<file path="config.mk">
export PLATFORM = sky130hd
export DESIGN_NAME = full_sub
export DESIGN_NICKNAME = d
export VERILOG_FILES = /design/src/rtl/full_sub_pkg.sv /design/src/rtl/full_sub_cell.sv /design/src/rtl/full_sub.sv
export SDC_FILE = /design/constraint.sdc
export NUM_CORES = 1
export LEC_CHECK = 0
export CORE_AREA = 2 2 39 41
export CTS_CLUSTER_SIZE = 10
export DETAILED_ROUTE_END_ITERATION = 12
export DIE_AREA = 0 0 41 43
export SETUP_SLACK_MARGIN = 0.15
export SLEW_MARGIN = 40
export SYNTH_ARGS = -nofsm -noshare
export SYNTH_HDL_FRONTEND = slang
export SYNTH_HIERARCHICAL = 1
export SYNTH_SLANG_ARGS = --single-unit
</file>
<file path="constraint.sdc">
create_clock -name clk -period 2.1 [get_ports clk]
set_input_delay 0.63 -clock clk [delete_from_list [all_inputs] [get_ports clk]]
set_output_delay 0.63 -clock clk [all_outputs]
set_load 0.1 [all_outputs]
</file>
<file path="src/rtl/full_sub_pkg.sv">
// full_sub_pkg: shared constants for the full_sub ripple-borrow subtractor.
// Macro FULL_SUB_PIPE_EN selects the registered-input build.  Rev 1.0
`default_nettype none

package full_sub_pkg;

  localparam int WIDTH_DEFAULT = 1;

`ifdef FULL_SUB_PIPE_EN
  localparam int LATENCY = 2;
`else
  localparam int LATENCY = 1;
`endif

endpackage

`default_nettype wire

</file>
<file path="src/rtl/full_sub_cell.sv">
// full_sub_cell: one-bit full subtractor stage of the ripple-borrow chain.
// Rev 1.0
`default_nettype none

module full_sub_cell (
  input  logic a,
  input  logic b,
  input  logic bin,
  output logic d,
  output logic bo
);

  assign d  = a ^ b ^ bin;
  assign bo = (~a & b) | (~(a ^ b) & bin);

endmodule

`default_nettype wire

</file>
<file path="src/rtl/full_sub.sv">
// full_sub: registered WIDTH-bit a - b - bin with borrow-out and valid.
// Macro FULL_SUB_PIPE_EN adds an input register stage (latency 2 vs 1).  Rev 1.0
`default_nettype none

module full_sub
  import full_sub_pkg::*;
#(
  parameter int WIDTH = WIDTH_DEFAULT
) (
  input  logic             clk,
  input  logic             rst_n,
  input  logic [WIDTH-1:0] a,
  input  logic [WIDTH-1:0] b,
  input  logic             bin,
  input  logic             in_valid,
  output logic [WIDTH-1:0] diff,
  output logic             bo,
  output logic             out_valid
);

  logic [WIDTH-1:0] sub_a;
  logic [WIDTH-1:0] sub_b;
  logic             sub_bin;
  logic             sub_valid;
  logic [WIDTH-1:0] sub_d;
  logic [WIDTH:0]   br;

`ifdef FULL_SUB_PIPE_EN
  logic [WIDTH-1:0] a_q;
  logic [WIDTH-1:0] b_q;
  logic             bin_q;
  logic             valid_q;

  // Operands are only sampled on valid cycles so idle-bus values never reach the output.
  always_ff @(posedge clk or negedge rst_n) begin
    if (!rst_n) begin
      a_q     <= '0;
      b_q     <= '0;
      bin_q   <= 1'b0;
      valid_q <= 1'b0;
    end else begin
      valid_q <= in_valid;
      if (in_valid) begin
        a_q   <= a;
        b_q   <= b;
        bin_q <= bin;
      end
    end
  end

  assign sub_a     = a_q;
  assign sub_b     = b_q;
  assign sub_bin   = bin_q;
  assign sub_valid = valid_q;
`else
  assign sub_a     = a;
  assign sub_b     = b;
  assign sub_bin   = bin;
  assign sub_valid = in_valid;
`endif

  assign br[0] = sub_bin;

  generate
    for (genvar i = 0; i < WIDTH; i++) begin : g_cell
      full_sub_cell u_cell (
        .a   (sub_a[i]),
        .b   (sub_b[i]),
        .bin (br[i]),
        .d   (sub_d[i]),
        .bo  (br[i+1])
      );
    end
  endgenerate

  always_ff @(posedge clk or negedge rst_n) begin
    if (!rst_n) begin
      diff      <= '0;
      bo        <= 1'b0;
      out_valid <= 1'b0;
    end else begin
      out_valid <= sub_valid;
      if (sub_valid) begin
        diff <= sub_d;
        bo   <= br[WIDTH];
      end
    end
  end

endmodule

`default_nettype wire

</file>
==> impl_metrics.tcl, run 1 <==
set metrics [dict create \
    port_buffers 8 \
    maxCapViolations 0 \
    design_area_um2 273 \
    startpoint "b" \
    p_leak_nw 0.124 \
    run_status "complete, no violations" \
    multiInputGateArea_um2 42.5 \
    cts.clk_slew.worst_paths_ns 0.04 \
    grt_max_degree 4 \
    hold_viol 0 \
    tightest_slew_ns 0.278 \
    synthTopCellsByCount "dfrtp_1 (3), inv_1 (3), mux2_2 (2)" \
    power_density_mw_per_mm2 1010 \
    post_cts_buffers 0 \
    dieArea_mm2 0.00176 \
    required_ns 2.21 \
    clock-sinks 3 \
    tns_ns 0 \
    cts_tree "done" \
    cts_buffers 3 \
    cts_htree_levels 1 \
    area_growth_pct 112 \
    cts_root_buf "clkbuf_4" \
    cts_resized 0 \
    initial_utilization 0.0931 \
    p_comb_frac 0.379 \
    switching_power_mw 0.0976 \
    coreArea_mm2 0.00138 \
    synth_edf_count 0 \
    total_power_mw 0.274 \
    grt_pass1_wl_um 434 \
    antenna_cells 0 \
    clockBufferDepth 2 \
    first_pass_iters 1 \
    synth_top_cell_by_area "dfrtp_1" \
    syn_nets 16 \
    layout.cells.non_filler 37 \
    ios 9 \
    r2r_slack_ns 1.32 \
    drcViolationCount 0 \
    vias 108 \
    endpoint "diff$_DFFE_PN0P_" \
    internal-power_mw 0.177 \
    grt_usage 0.0443 \
    ys_warn_count 6 \
    fin_crit_ns 1.72 \
    final.fill_count 156 \
    seqCellArea_um2 75.1 \
    grt_overflow 0 \
    setup_viol 0 \
    clkPwrFrac 0.357 \
    synth_ff_type "dfrtp_1" \
    slew_violations 0 \
    fmax_mhz 582 \
    gp_congestion 0.567 \
    grt_pass1_vias 124 \
    placed_cells 33 \
    avgSynthCellArea_um2 14.3 \
    ctsHoldBuffers 0 \
    rsz0062_at_grt "false" \
    wire_per_inst_um 7.14 \
    antenna_found_initial 0 \
    reg2reg_depth 1 \
    p_seq_frac 0.263 \
    wl_um 264 \
    reg2reg_from "bo$_DFFE_PN0P_" \
    ant_nets 0 \
    seq_area_frac_synth 0.583 \
    sw_frac_of_total 0.356 \
    synthArstFlopShare 1.00 \
    yosys-top-cells-area "dfrtp_1 (58%), mux2_2 (17%), fa_1 (16%), inv_1 (8.7%)" \
    hold_path_class "reg -> reg" \
    critPathKind "in -> reg" \
    synth_area_um2 129 \
    drive_gt1_frac 0.381 \
    end_kind "flip-flop" \
    rows 14 \
    drt_iter0_markers 0 \
    cp_max_fo 1 \
    vias_per_cell 2.92 \
    start_kind "input port" \
    layout_worst_path_cycle_share 0.818 \
    netlist_instances 9 \
    final_nets 29 \
    finalClockSkew_ns 0 \
    die_width_um 41 \
    worstReg2RegEnd "bo$_DFFE_PN0P_" \
    synth_top_cell_area_share 0.583 \
    slew_headroom 0.816 \
    ys_ff_latch 3 \
    arrival_ns 1.83 \
    ir_drop_v 0.000235 \
    synthDistinctLibCells 4 \
    die_h_um 43 \
    clkLatencyLatePin_ns 0.23 \
    placed_area_um2 246 \
]
==> metal layers <==
layer	global-route usage	vias to the layer above	routed length, µm
met4	0.0400	0	6
met5	0	-	0
met3	0.0681	2	73
met2	0.0375	9	71
met1	0.0422	46	114
li1	-	51	-
==> power groups by stage <==
stage | logic [mW] | clock network (mW) | registers (mW)
5_1_grt | 0.109 | 0.109 | 0.0735
3_3_place_gp | 0.104 | 0 | 0.0734
6_report | 0.104 | 0.0980 | 0.0722
3_5_place_dp | 0.105 | 0 | 0.0734
4_1_cts | 0.105 | 0.105 | 0.0726
2_1_floorplan | 0.00936 | 0 | 0.123
==> stage by stage <==
| step | worst slack, ns | utilization | hold WS [ns] |
|---|---|---|---|
| floorplan | 0.575 | - | 0.334 |
| global placement | 0.141 | 0.178 | 0.565 |
| detailed placement | 0.138 | 0.178 | 0.570 |
| CTS | 0.385 | 0.197 | 0.578 |
| global route | 0.350 | 0.197 | 0.586 |
| finish | 0.382 | 0.197 | 0.568 |
==> worst max-delay path, cell delays in order <==
cell and delay [ns]:
clkdlybuf4s50_1 0.45, inv_1 0.05, fa_1 0.44, mux2_2 0.26
==> layout make-up <==
class,count,share of cell area
flip-flops and latches,3,0.275
well taps,16,0.0734
multi-input cells,3,0.156
clock buffers,4,0.0963
repair buffers,8,0.358
inverters,3,0.0413
==> worst min path at each step <==
stage / slack, ns / depth (start not counted) / endpoint / from
2_1_floorplan: 0.33 / 0 / bo$_DFFE_PN0P_ / rst_n
3_3_place_gp: 0.56 / 1 / diff$_DFFE_PN0P_ / diff$_DFFE_PN0P_
3_5_place_dp: 0.57 / 1 / diff$_DFFE_PN0P_ / diff$_DFFE_PN0P_
4_1_cts: 0.58 / 1 / diff$_DFFE_PN0P_ / diff$_DFFE_PN0P_
5_1_grt: 0.59 / 1 / diff$_DFFE_PN0P_ / rst_n
6_report: 0.57 / 1 / diff$_DFFE_PN0P_ / diff$_DFFE_PN0P_
==> cells in the final DEF (no fill, tap or decap), drive strengths merged <==
cell           instances
dfrtp                  3
fa                     1
mux2                   2
clkdlybuf4s50          5
inv                    3
buf                    3
clkbuf                 4
==> flip-flops by register name (all words and copies together) (netlist names) <==
register   flops
bo             1
diff           1
out_valid      1
==> cell families after synthesis <==
kind of cell	share of synthesized area
buffers and inverters	0.0874
multiplexers	0.175
adder cells (fa/ha/maj)	0.155
flip-flops	0.583
No activity file was read; power rests on OpenSTA's default activity.
==> run 2: changes to the inputs <==
==> constraint.sdc (replaced) <==
create_clock -name clk -period 1.8 [get_ports clk]
set_input_delay 0.54 -clock clk [delete_from_list [all_inputs] [get_ports clk]]
set_output_delay 0.54 -clock clk [all_outputs]
set_load 0.1 [all_outputs]
==> run 2 against run 1 <==
  * Critical path depth unchanged
  * Sequential power increased by 18%
  * Clock-buffer cell count unchanged
  * Combinational power increased by 20%
  * Setup slack got worse by 0.21 ns
  * Hold slack got worse by 0.078 ns
  * Total power increased by 20%
  * First-iteration DRC count unchanged
  * Wire length decreased by 3.8%
  * Cell count unchanged
  * Clock power increased by 22%
  * Core utilization increased by 0.90 points
==> impl_metrics.tcl, run 2 (synthesis gave the netlist of run 1 again) <==
set metrics [dict create \
    run_status "complete, no violations" \
    cp_num_buf_inv 2 \
    ios 9 \
    crit_chain "clkdlybuf4s50_1 -> inv_1 -> fa_1 -> mux2_2" \
    endpoint "diff$_DFFE_PN0P_" \
    placed_cells 33 \
    whs_ns 0.490 \
    rows 14 \
    grt_pass1_vias 96 \
    hold_path_class "in -> async" \
    ir_drop_v 0.000365 \
    final_common_cell "clkdlybuf4s50_1" \
    dieArea_mm2 0.00176 \
    fin_crit_ns 1.63 \
    crit_slowest_cell "clkdlybuf4s50_1" \
    final_nets 29 \
    reg_top3 "bo (1), diff (1), out_valid (1)" \
    worstReg2RegEnd "diff$_DFFE_PN0P_" \
    maxCapViolations 0 \
    reg2reg_depth 1 \
    clockBufferDepth 2 \
    cts_htree_levels 1 \
    crit_cells 4 \
    ctsHoldBuffers 0 \
    layout_common_cells "clkdlybuf4s50_1 (5), dfrtp_1 (3), clkbuf_4 (3), inv_1 (3), buf_12 (3)" \
    clock-sinks 3 \
    start_kind "input port" \
    finalClockSkew_ns 0 \
    fmax_mhz 615 \
    use_met2 0.0281 \
    vias_per_cell 2.84 \
    wire_per_inst_um 6.86 \
    port_buffers 8 \
    hold_viol 0 \
    cts_buffers 3 \
    gp_congestion 0.607 \
    area_growth_pct 121 \
    wl_um 254 \
    first_pass_iters 1 \
    antenna_cells 0 \
    power_density_mw_per_mm2 1160 \
    slew_headroom 0.905 \
    rsz0062_at_grt "false" \
    drive_gt1_frac 0.381 \
    critPathKind "in -> reg" \
    path_delay_family "buffers and inverters" \
    grt_pass1_wl_um 441 \
    slowest_delay_ns 0.45 \
    p_leak_nw 0.129 \
    initial_utilization 0.0931 \
    drt_iter0_markers 0 \
    antenna_found_initial 0 \
    die_width_um 41 \
    tns_ns 0 \
    r2r_slack_ns 1.02 \
    cts.clk_slew.worst_paths_ns 0.04 \
    cts_tree "done" \
    setup_viol 0 \
    grt-busiest-layer "met3" \
    layout.cells.non_filler 37 \
    cts_resized 0 \
    layout_worst_path_cycle_share 0.903 \
    required_ns 1.92 \
    ant_nets 0 \
    grt_use_met1 0.0588 \
    grt_usage 0.0474 \
    end_kind "flip-flop" \
    reg2reg_from "diff$_DFFE_PN0P_" \
    final.fill_count 146 \
    arrival_ns 1.74 \
    startpoint "bin" \
    cts_root_buf "clkbuf_4" \
    post_cts_buffers 0 \
    total_power_mw 0.330 \
    grt_overflow 0 \
    slew_violations 0 \
    cp_max_fo 1 \
    grt_max_degree 4 \
    vias 105 \
    die_h_um 43 \
    tightest_slew_ns 0.142 \
    clkLatencyLatePin_ns 0.23 \
    coreArea_mm2 0.00138 \
    grtUsageMet3 0.105 \
    drcViolationCount 0 \
]
==> run 2: cell types whose count changed in the layout (fill, tap and decap cells not counted) <==
cell / delta
buf_12: +1
buf_4: -1
==> run 2: power breakdown <==
group	leakage (nW)	internal (mW)	switching [mW]
clock network	0.0150	0.0832	0.0367
registers	0.0350	0.0764	0.00872
logic	0.0789	0.0499	0.0748
==> run 2: final cells by class <==
cell class                 count  area (µm²)  area share
clock buffer                   4        26.3      0.0921
inverter                       3        11.3      0.0395
multi-input combinational      3        42.5       0.149
sequential                     3        75.1       0.263
tap                           16        20.0      0.0702
timing repair buffer           8         110       0.386
==> run 2: worst min-delay path by stage <==
stage / from / to / slack, ns / cells past startpoint
global placement: diff$_DFFE_PN0P_ / diff$_DFFE_PN0P_ / 0.57 / 1
detailed placement: bo$_DFFE_PN0P_ / bo$_DFFE_PN0P_ / 0.57 / 1
finish: rst_n / diff$_DFFE_PN0P_ / 0.49 / 1
CTS: rst_n / diff$_DFFE_PN0P_ / 0.49 / 1
global route: rst_n / diff$_DFFE_PN0P_ / 0.50 / 1
floorplan: rst_n / bo$_DFFE_PN0P_ / 0.24 / 0
==> run 2: per-layer routing <==
layer  part of all wire  vias to the layer above
li1                   -                       53
met1               0.48                       39
met2               0.19                       13
met3               0.33                        0
met4                  0                        0
met5                  0                        -
==> run 2: stage by stage <==
stage / cell area, µm² / util / worst slack (ns)
after floorplan: 129 / - / 0.365
after global placement: 259 / 0.187 / -0.0669
after detailed placement: 259 / 0.187 / -0.0747
after CTS: 285 / 0.206 / 0.176
after global routing: 285 / 0.206 / 0.152
final: 285 / 0.206 / 0.174
==> run 3: changes to the inputs <==
--- a/config.mk
+++ b/config.mk
@@ -5,10 +5,10 @@
 export SDC_FILE = /design/constraint.sdc
 export NUM_CORES = 1
 export LEC_CHECK = 0
-export CORE_AREA = 2 2 39 41
+export CORE_AREA = 3 3 40 42
 export CTS_CLUSTER_SIZE = 10
 export DETAILED_ROUTE_END_ITERATION = 12
-export DIE_AREA = 0 0 41 43
+export DIE_AREA = 0 0 43 45
 export SETUP_SLACK_MARGIN = 0.15
 export SLEW_MARGIN = 40
 export SYNTH_ARGS = -nofsm -noshare
==> run 3 against run 2 <==
  * Non-clock buffer count did not move
  * Wire length rose by 26%
  * Global-route usage fell by 0.48 points
  * Cell count fell by 2.7%
  * Maximum frequency rose by 0.82%
  * Largest cell class unchanged
==> impl_metrics.tcl, run 3 (synthesis gave the netlist of run 1 again) <==
set metrics [dict create \
    run_status "complete, no violations" \
    die_h_um 45 \
    grt_max_degree 4 \
    placed_area_um2 258 \
    required_ns 1.91 \
    grt_pass1_wl_um 496 \
    cp_max_fo 1 \
    dieArea_mm2 0.00194 \
    arrival_ns 1.72 \
    cts_root_buf "clkbuf_4" \
    die_width_um 43 \
    drcViolationCount 0 \
    clkPwrFrac 0.350 \
    first_pass_iters 4 \
    total_power_mw 0.330 \
    final.fill_count 140 \
    reg2reg_depth 1 \
    gp_congestion 0.596 \
    ir_drop_v 0.000306 \
    cts_tree "done" \
    ant_nets 0 \
    critPathKind "in -> reg" \
    tightest_slew_ns 0.150 \
    grt_overflow 0 \
    port_buffers 8 \
    whs_ns 0.492 \
    reg2reg_from "diff$_DFFE_PN0P_" \
    layout_common_cells "dfrtp_1 (3), clkbuf_4 (3), clkdlybuf4s50_1 (3), buf_12 (3)" \
    initial_utilization 0.100 \
    slew_headroom 0.900 \
    fmax_mhz 620 \
    fin_crit_ns 1.61 \
    layout.cells.non_filler 36 \
    wire_per_inst_um 8.92 \
    finalClockSkew_ns 0 \
    rows 13 \
    placed_cells 32 \
    switching_power_mw 0.118 \
    crit_slowest_cell "fa_1" \
    r2r_slack_ns 1.00 \
    cts.clk_slew.worst_paths_ns 0.04 \
    wl_um 321 \
    drt_iter0_markers 1 \
    rsz0062_at_grt "false" \
    grt_usage 0.0426 \
    clockBufferDepth 2 \
    setup_viol 0 \
    multiInputGateArea_um2 46.3 \
    sw_frac_of_total 0.359 \
    cts_buffers 3 \
    final_util 0.228 \
    crit_chain "clkdlybuf4s50_1 -> fa_1 -> mux2_4" \
    grt_pass1_vias 146 \
    start_kind "input port" \
    ios 9 \
    antenna_cells 0 \
    internal-power_mw 0.212 \
    design_area_um2 293 \
    vias 112 \
    slew_violations 0 \
    final_nets 29 \
    power_density_mw_per_mm2 1130 \
    layout_worst_path_cycle_share 0.896 \
    p_seq_frac 0.261 \
    vias_per_cell 3.11 \
    area_growth_pct 127 \
    p_leak_nw 0.150 \
    antenna_found_initial 0 \
    reg_top3 "bo (1), diff (1), out_valid (1)" \
    coreArea_mm2 0.00128 \
    ctsHoldBuffers 0 \
    hold_path_class "in -> async" \
    startpoint "a" \
    maxCapViolations 0 \
    p_comb_frac 0.389 \
    seqCellArea_um2 75.1 \
    cts_htree_levels 1 \
    worstReg2RegEnd "diff$_DFFE_PN0P_" \
    drive_gt1_frac 0.429 \
    clock-sinks 3 \
    slowest_delay_ns 0.48 \
    hold_viol 0 \
    end_kind "flip-flop" \
    clkLatencyLatePin_ns 0.23 \
]
==> run 3: how the worst max path moves through the flow <==
stage                             to  slack [ns]  depth (start not counted)
floorplan                         bo        0.37                          0
global placement    diff$_DFFE_PN0P_       -0.05                          4
detailed placement  diff$_DFFE_PN0P_       -0.07                          4
CTS                 diff$_DFFE_PN0P_        0.17                          4
global route        diff$_DFFE_PN0P_        0.15                          3
finish              diff$_DFFE_PN0P_        0.19                          3
==> run 3: per-stage QoR <==
step                setup TNS (ns)  worst slack [ns]
floorplan                        0             0.365
global placement           -0.0495           -0.0495
detailed placement         -0.0712           -0.0712
CTS                              0             0.174
global route                     0             0.146
finish                           0             0.187
==> run 3: worst max-delay path: cells and delay by family <==
kind | cells | cell delay, ns
fa+ha+maj | 1 | 0.48
mux | 1 | 0.26
buf+inv | 1 | 0.43
==> run 3: cell type report <==
| cell class | instances | area share |
|---|---|---|
| Inverter | 3 | 0.0385 |
| Multi-Input combinational cell | 3 | 0.158 |
| Clock buffer | 4 | 0.0897 |
| Timing Repair Buffer | 8 | 0.393 |
| Sequential cell | 3 | 0.256 |
| Tap cell | 15 | 0.0641 |
==> run 3: timing repair <==
action	4_1_cts	5_1_grt
setup endpoints to repair	0	1
gates resized for setup	0	4
setup buffers	0	0
==> run 3: per-layer routing <==
metal,vias up,wire [µm],GRT usage
met1,52,130,0.0268
li1,51,-,-
met3,0,38,0.0279
met5,-,0,0
met2,9,152,0.0629
met4,0,0,0.0723
==> run 3: power by group through the flow <==
stage / Clock, mW / Combinational (mW) / Sequential [mW]
3_5_place_dp: 0 / 0.126 / 0.0872
2_1_floorplan: 0 / 0.0109 / 0.144
4_1_cts: 0.122 / 0.126 / 0.0864
6_report: 0.115 / 0.128 / 0.0860
5_1_grt: 0.127 / 0.133 / 0.0875
3_3_place_gp: 0 / 0.124 / 0.0863
